`src/rtl/thermal_channel_pkg.sv`:
```
// Constants shared by the thermal covert channel transmitter and receiver.
// One bit period is BIT_SECONDS of the 12 MHz system clock.
package thermal_channel_pkg;

    typedef enum logic [1:0] {
        ST_IDLE     = 2'd0,
        ST_PREAMBLE = 2'd1,
        ST_DATA     = 2'd2,
        ST_GUARD    = 2'd3
    } tx_state_t;

    localparam int unsigned CLK_HZ           = 12_000_000;
    localparam int unsigned BIT_SECONDS      = 60;
    localparam int unsigned DEF_BIT_CYCLES   = CLK_HZ * BIT_SECONDS;
    localparam logic [7:0]  DEF_PREAMBLE     = 8'b0000_1010;
    localparam int          DEF_PREAMBLE_LEN = 4;

    // Left-justify the preamble so that it can be shifted out MSB first from bit 7.
    function automatic logic [7:0] align_preamble(input logic [7:0] pat, input int len);
        return pat << (8 - len);
    endfunction

endpackage

```
`src/rtl/thermal_heater_bank.sv`:
```
// Bank of toggling flops used as an on-chip heat source; the registered parity
// output gives every flop a fanout so synthesis keeps the whole bank.
module thermal_heater_bank
    import thermal_channel_pkg::*;
#(
    parameter int HEATER_WIDTH = 1024
) (
    input  logic clk,
    input  logic reset,
    input  logic enable,
    output logic parity
);

    logic [HEATER_WIDTH-1:0] bank;
    logic [HEATER_WIDTH-1:0] alt;
    logic                    primed;

    for (genvar g = 0; g < HEATER_WIDTH; g++) begin : g_alt
        assign alt[g] = (g % 2 == 1);
    end

    // The first enabled cycle seeds a 0/1 pattern so neighbouring flops switch
    // in opposite directions from then on.
    always_ff @(posedge clk) begin
        if (reset) begin
            bank   <= '0;
            primed <= 1'b0;
            parity <= 1'b0;
        end else begin
            parity <= ^bank;
            if (enable) begin
                bank   <= primed ? ~bank : alt;
                primed <= 1'b1;
            end
        end
    end

endmodule

```
`src/rtl/thermal_channel_tx.sv`:
```
// Transmit end of the thermal covert channel: on-off keys the heater bank with
// a preamble, one data byte MSB first, then one cold guard period.
module thermal_channel_tx
    import thermal_channel_pkg::*;
#(
    parameter int unsigned BIT_CYCLES   = DEF_BIT_CYCLES,
    parameter int          HEATER_WIDTH = 1024,
    parameter logic [7:0]  PREAMBLE     = DEF_PREAMBLE,
    parameter int          PREAMBLE_LEN = DEF_PREAMBLE_LEN
) (
    input  logic       clk,
    input  logic       reset,
    input  logic       tx_valid,
    input  logic [7:0] tx_data,
    input  logic       abort,
    output logic       tx_ready,
    output logic       busy,
    output logic       done,
    output logic       heater_on,
    output logic [3:0] bit_index,
    output logic       heater_parity,
    output logic [7:0] leds
);

    localparam logic [31:0] CNT_LAST = 32'(BIT_CYCLES - 1);
    localparam logic [7:0]  PRE_INIT = align_preamble(PREAMBLE, PREAMBLE_LEN);
    localparam logic [3:0]  PRE_LAST = 4'(PREAMBLE_LEN - 1);

    tx_state_t   state, state_n;
    logic [31:0] cnt, cnt_n;
    logic [3:0]  bidx_n;
    logic [7:0]  sh, sh_n;
    logic [7:0]  data_q, data_n;
    logic        accept, wrap;

    assign tx_ready = (state == ST_IDLE);
    assign busy     = (state != ST_IDLE);
    assign accept   = tx_valid & tx_ready & ~abort;
    assign wrap     = (cnt == CNT_LAST);

    // sh always holds the bit on air in bit 7: preamble first, then the data byte.
    always_comb begin
        state_n = state;
        cnt_n   = cnt;
        bidx_n  = bit_index;
        sh_n    = sh;
        data_n  = data_q;
        case (state)
            ST_IDLE: begin
                if (accept) begin
                    state_n = ST_PREAMBLE;
                    cnt_n   = '0;
                    bidx_n  = '0;
                    sh_n    = PRE_INIT;
                    data_n  = tx_data;
                end
            end
            default: begin
                if (abort) begin
                    state_n = ST_IDLE;
                    cnt_n   = '0;
                    bidx_n  = '0;
                end else if (!wrap) begin
                    cnt_n = cnt + 32'd1;
                end else begin
                    cnt_n = '0;
                    case (state)
                        ST_PREAMBLE: begin
                            if (bit_index == PRE_LAST) begin
                                state_n = ST_DATA;
                                bidx_n  = '0;
                                sh_n    = data_q;
                            end else begin
                                bidx_n = bit_index + 4'd1;
                                sh_n   = {sh[6:0], 1'b0};
                            end
                        end
                        ST_DATA: begin
                            if (bit_index == 4'd7) begin
                                state_n = ST_GUARD;
                                bidx_n  = '0;
                            end else begin
                                bidx_n = bit_index + 4'd1;
                                sh_n   = {sh[6:0], 1'b0};
                            end
                        end
                        default: state_n = ST_IDLE;
                    endcase
                end
            end
        endcase
    end

    // Outputs are registered from the next-state values so they line up with state.
    always_ff @(posedge clk) begin
        if (reset) begin
            state     <= ST_IDLE;
            cnt       <= '0;
            bit_index <= '0;
            sh        <= '0;
            data_q    <= '0;
            heater_on <= 1'b0;
            done      <= 1'b0;
            leds      <= '0;
        end else begin
            state     <= state_n;
            cnt       <= cnt_n;
            bit_index <= bidx_n;
            sh        <= sh_n;
            data_q    <= data_n;
            heater_on <= ((state_n == ST_PREAMBLE) || (state_n == ST_DATA)) && sh_n[7];
            done      <= (state_n == ST_GUARD) && (cnt_n == CNT_LAST);
            leds      <= (state_n == ST_IDLE) ? 8'h00 : data_n;
        end
    end

    thermal_heater_bank #(
        .HEATER_WIDTH(HEATER_WIDTH)
    ) u_bank (
        .clk   (clk),
        .reset (reset),
        .enable(heater_on),
        .parity(heater_parity)
    );

endmodule

```
`config.mk`:
```
export PLATFORM = sky130hd
export DESIGN_NAME = thermal_channel_tx
export DESIGN_NICKNAME = d
export VERILOG_FILES = /design/src/rtl/thermal_channel_pkg.sv /design/src/rtl/thermal_heater_bank.sv /design/src/rtl/thermal_channel_tx.sv
export SDC_FILE = /design/constraint.sdc
export NUM_CORES = 2
export LEC_CHECK = 0
export CAP_MARGIN = 20
export CORE_ASPECT_RATIO = 1.75
export CORE_UTILIZATION = 56
export DETAILED_ROUTE_END_ITERATION = 12
export HOLD_SLACK_MARGIN = 0.15
export PLACE_DENSITY_LB_ADDON = 0.1
export SLEW_MARGIN = 0
export SYNTH_ARGS = -nofsm -noshare
export SYNTH_HDL_FRONTEND = slang
export SYNTH_SLANG_ARGS = --single-unit
```
`constraint.sdc`:
```
create_clock -name clk -period 4.7 [get_ports clk]
set_input_delay 0.94 -clock clk [delete_from_list [all_inputs] [get_ports clk]]
set_output_delay 0.94 -clock clk [all_outputs]
set_load 0.03 [all_outputs]
```
# Word-level counts from Yosys, hierarchy flattened
# Cells that the tools add are included.
# op_classes
n_addsub	2
n_eq_ne	12
mux	28
bitwise	4
reduce_logical	14
# op_table
op	count
$mux W1024	1
$not A1024 Y1024	1
$reduce_xor A1024 Y1	1
$mux W32	4
$eq A32 B30 Y1 const B	2
$mux W8	8
$add A32 B1 Y32 const B	1
$mux W4	6
$pmux W8 S2	1
$mux W2	6
$pmux W4 S2	1
$eq A2 B2 Y1 const B	3
$reduce_bool A3 Y1	2
$reduce_and A5 Y1	1
$add A4 B1 Y4 const B	1
$eq A2 B1 Y1 const B	2
$eq A4 B2 Y1 const B	1
$eq A4 B3 Y1 const B	1
$logic_not A2 Y1	2
$ne A2 B1 Y1 const B	2
$pmux W2 S2	1
$reduce_bool A2 Y1	2
$reduce_bool A4 Y1	1
$ne A3 B3 Y1 const B	1
other kinds (6)	8
# totals
reg_bits	1090
input_bits	12
output_inout_bits	17
wordCells	72

# Depth between registers and ports, before layout
# depth
ltp_word	9
depth_mapped	17
depth_no_buf	15

# By module
# From an unflattened synthesis, not the netlist that was laid out.
# unflattened
hier_cells	4916
hier_area_um2	47908.4
# modules_own_cells
mod	n_inst	cells_per_inst	area_per_inst_um2
thermal_heater_bank	1	4443	44253.7
thermal_channel_tx	1	473	3654.8

# Worst setup path before layout
# Ideal clock, no wire load.
# synth_path
path_type	input to register
from	input port abort
to	register done
setup_time_ns	0.088
t_arrival_ns	3.059
slack_ns	1.553
cell_stages	13
n_path_buf	2
path_cell_list	or2_2 nor2_2 buf_2 buf_1 o22ai_1 inv_1 ha_1 nand2b_1 a21oi_1 o211ai_1 nor4b_1 nand3_1 nor4_2
# synth_via
elab_chain_len	6
elab_cells_between_ends	11
# synth_rtl
item	line	text
start: declaration	thermal_channel_tx.sv:15	input logic abort,
$not A1 Y1	thermal_channel_tx.sv:38	assign accept = tx_valid & tx_ready & ~abort;
$and A1 B1 Y1	thermal_channel_tx.sv:38	
$mux W2	thermal_channel_tx.sv:50	if (accept) begin
$mux W2 *	thermal_channel_tx.sv:48	case (state)
named net state_n[1]	thermal_channel_tx.sv:29	tx_state_t state, state_n;
$eq A2 B2 Y1 *	thermal_channel_tx.sv:112	done <= (state_n == ST_GUARD) && (cnt_n == CNT_LAST);
$logic_and A1 B1 Y1 *	thermal_channel_tx.sv:112	
end signal: assignment	thermal_channel_tx.sv:112	
end: declaration	thermal_channel_tx.sv:18	output logic done,
# The timed path passes the listed nets; every way through them passes the cells marked *.
# A chain may end at the register's enable or synchronous reset.

# Worst setup path after layout
# layout_path
from	register state[1]
to	register done
# layout_via
elab_chain_len	7
elab_cells_between_ends	17
# layout_rtl
item	line	text
start: declaration	thermal_channel_tx.sv:29	
start signal: assignment	thermal_channel_tx.sv:106	state <= state_n;
$eq A2 B2 Y1 (tied with other cells)	thermal_channel_tx.sv:67	case (state)
$pmux W2 S2 or $and A1 B1 Y1 (tied branches)	thermal_channel_tx.sv:67, thermal_channel_tx.sv:38	
$mux W2 or $and A1 B1 Y1 (tied branches)	thermal_channel_tx.sv:63, thermal_channel_tx.sv:38	
$mux W2, on equally long branches	thermal_channel_tx.sv:59, thermal_channel_tx.sv:50	
$mux W2 *	thermal_channel_tx.sv:48	
named net state_n[0]	thermal_channel_tx.sv:29	
$eq A2 B2 Y1 *	thermal_channel_tx.sv:112	
$logic_and A1 B1 Y1 *	thermal_channel_tx.sv:112	
# Marked as above.

==> impl_metrics.env <==
export IMPL_status="complete, no violations"
export IMPL_io_pins=29
export IMPL_avgSynthCellArea_um2=9.71
export IMPL_slew_violations=0
export IMPL_synth_xor_area_share_pct=18.9
export IMPL_hp_class="flip-flop to flip-flop"
export IMPL_required_ns=5.28
export IMPL_drc_errors=0
export IMPL_fp_coreArea_um2=84500
export IMPL_tritoncts="built"
export IMPL_clkTransAtPathRegs_ns=0.07
export IMPL_arrival_ns=3.94
export IMPL_rows=141
export IMPL_yosys_area_share_simple_pct=10.7
export IMPL_fillers=7153
export IMPL_worstPathCellList="inv_1 > ha_1 > nor2_1 > nand2_1 > o21ai_0 > a31oi_1 > o21ai_0 > ha_1 > nand2b_1 > a21oi_1 > o211ai_1 > nor4b_1 > nand3_1 > nor4_2"
export IMPL_syn2layout_area_growth_pct=8.52
export IMPL_stdcell_count=5873
export IMPL_viasPerCell=5.30
export IMPL_cts_max_path_buffers=3
export IMPL_utilization_pct=61.5
export IMPL_timing_rr_end="done"
export IMPL_grt_pass1_wl_um=141000
export IMPL_synth_compound_area_share_pct=9.57
export IMPL_yosys_top_cells_area="dfxtp_1 (46%), xnor2_1 (17%), mux2_2 (12%)"
export IMPL_cp_end_kind="flip-flop"
export IMPL_ff2ff_path_depth=14
export IMPL_post_cts_buffers=0
export IMPL_synth_fp_nets=4958
export IMPL_drt_wl_total_um=81300
export IMPL_die_h_um=389
export IMPL_final_nets=4747
export IMPL_first_global_vias=29900
export IMPL_worstSetupPathType="flip-flop to flip-flop"
export IMPL_htree_levels=3
export IMPL_setup_violations=0
export IMPL_clock_fmax_ghz=0.297
export IMPL_io_buffers=28
export IMPL_dp_cells=5698
export IMPL_grt_max_degree=256
export IMPL_clkSinkCount=1090
export IMPL_synth_adder_area_share_pct=0.235
export IMPL_synth_flop_cell="dfxtp_1"
export IMPL_synth_top_area_share_pct=45.5
export IMPL_crit_start="state[1]"
export IMPL_grt_usage_pct=18.9
export IMPL_hold_violations=0
export IMPL_vias=31100
export IMPL_crit_fanout=9
export IMPL_clock_skew_final_ns=0.0189
export IMPL_cts_hold_repair_buffers=0
export IMPL_synth_top_family_by_area="XOR/XNOR gates"
export IMPL_rsz0062_at_grt="false"
export IMPL_min_period_ns=3.36
export IMPL_r2r_setup_slack_ns=1.34
export IMPL_final_common_cell="dfxtp_1"
export IMPL_cap_violations=0
export IMPL_ys_ff_latch=1090
export IMPL_ys_types=54
export IMPL_yosysWarnings=0
export IMPL_cts_root_buffer="clkbuf_16"
export IMPL_layout_common_cells="dfxtp_1 (1089), nor2_1 (1078), xnor2_1 (910)"
export IMPL_layout_drive_gt1_share_pct=14.9
export IMPL_diodes=0
export IMPL_ant_nets=0
export IMPL_cp_start_kind="flip-flop"
export IMPL_cts_buffers=98
export IMPL_async_reset_ff_share_pct=0
export IMPL_worstMarginPinSlew_ns=1.14
export IMPL_clk_insertion_delay_late_ns=0.67
export IMPL_yosysTopAreaCell="dfxtp_1"
export IMPL_syn_area_um2=47900
export IMPL_finalWeightedCongestion=0.838
export IMPL_die_area_um2=86800
export IMPL_die_w_um=223
export IMPL_min_period_over_period_pct=71.5
export IMPL_cts_resized=0
export IMPL_endpoint="done"
export IMPL_ir_drop_mv=0.740
export IMPL_p_leak_nw=17.0
export IMPL_p_per_area_nw_per_um2=442
export IMPL_antenna_found_initial=0
export IMPL_max_slew_margin_pct=24.2
export IMPL_synth_edf_count=0
export IMPL_r2r_start="state[1]"
export IMPL_synth_mux_area_share_pct=12.0
export IMPL_synthCells=4937
export IMPL_dr_pass1_iters=5
export IMPL_wl_per_cell_um=13.8
export IMPL_register_area_um2=21800
export IMPL_whs_ns=0.480
export IMPL_max_stage_delay_ns=0.43
export IMPL_slowest_stage="nor2_1"
export IMPL_multiInputGateArea_um2=24600
export IMPL_dp_hpwl_um=44000
export IMPL_setup_tns_ns=0
export IMPL_yosysSeqAreaShare_pct=45.5
export IMPL_grt_overflow=0
export IMPL_first_iter_violations=1813
export IMPL_start_util_pct=56.7
[layer usage]
metal | routed length, um | track usage, %
met4 | 1990 | 6.68
met3 | 2000 | 2.44
met2 | 40800 | 34.2
met1 | 36500 | 22.7
met5 | 0 | 0
[worst max-delay path, delay by kind of cell (launching register included)]
kind | cells | cell delay, ns
simple gates | 6 | 1.36
compound gates | 5 | 0.92
fa+ha+maj | 2 | 0.50
flops | 1 | 0.40
buf+inv | 1 | 0.10
[cell type report]
type / instances / area share [%]
clock buffers: 139 / 5.52
multi-input cells: 3461 / 47.4
clock inverters: 36 / 0.943
well taps: 1072 / 2.58
flip-flops and latches: 1090 / 42.0
inverters: 8 / 0.0577
repair buffers: 67 / 1.57
[report_power, final]
group | switching (W) | leakage (nW) | total (W) | internal (W)
clock | 0.00344 | 1.66 | 0.00830 | 0.00485
combinational | 0.00249 | 6.47 | 0.00481 | 0.00232
sequential | 0.000296 | 8.83 | 0.00990 | 0.00960
[registers in the layout (all words and copies together), names as in the netlist]
register	cells
bit_index	4
cnt	32
data_q	8
done	1
heater_on	1
leds	8
sh	8
state	2
u_bank.bank	1024
u_bank.parity	1
u_bank.primed	1
[worst min-delay path by stage]
stage / end / cells after the start / start / slack (ns)
2_1_floorplan: sh[5] / 2 / sh[5] / 0.45
3_3_place_gp: sh[5] / 2 / sh[5] / 0.47
3_5_place_dp: u_bank.bank[891] / 1 / u_bank.bank[891] / 0.47
4_1_cts: sh[5] / 2 / sh[5] / 0.48
5_1_grt: u_bank.bank[985] / 1 / u_bank.bank[985] / 0.49
6_report: sh[5] / 2 / sh[5] / 0.48
[cells by family (layout without fill, tap and decap cells)]
kind of cell             Yosys count  in the layout
AND/OR/NAND/NOR                 1266           1266
buffers and inverters            386            250
AO/OA/AOI/OAI                    640            640
flip-flops                      1090           1090
adder cells (fa/ha/maj)            9              9
XOR/XNOR                        1033           1033
multiplexers                     513            513
[synthesized netlist by cell type, types with 7 or more instances]
library cell  instances
dfxtp_1            1090
nor2_1             1078
xnor2_1             910
a211oi_1            506
mux2_2              505
clkbuf_1            339
xor2_1              123
nand2_1              54
a21oi_1              52
o21ai_0              38
buf_1                23
nand3_1              23
nor3_1               22
nand2b_1             14
and3_1               13
buf_2                11
nand3b_1             11
a22oi_1               9
ha_1                  9
inv_1                 8
mux2i_1               8
nor4_1                8
a31oi_1               7
[through the flow]
| stage | total power (W) | area [um2] | worst slack (ns) |
|---|---|---|---|
| 2_1_floorplan | 0.0139 | 47900 | 1.55 |
| 6_report | 0.0230 | 52000 | 1.34 |
| 5_1_grt | 0.0241 | 52000 | 0.949 |
| 4_1_cts | 0.0234 | 52000 | 1.33 |
| 3_5_place_dp | 0.0150 | 48600 | 0.689 |
| 3_3_place_gp | 0.0149 | 48600 | 0.708 |
Note: power is estimated with default switching activity, not from simulation.
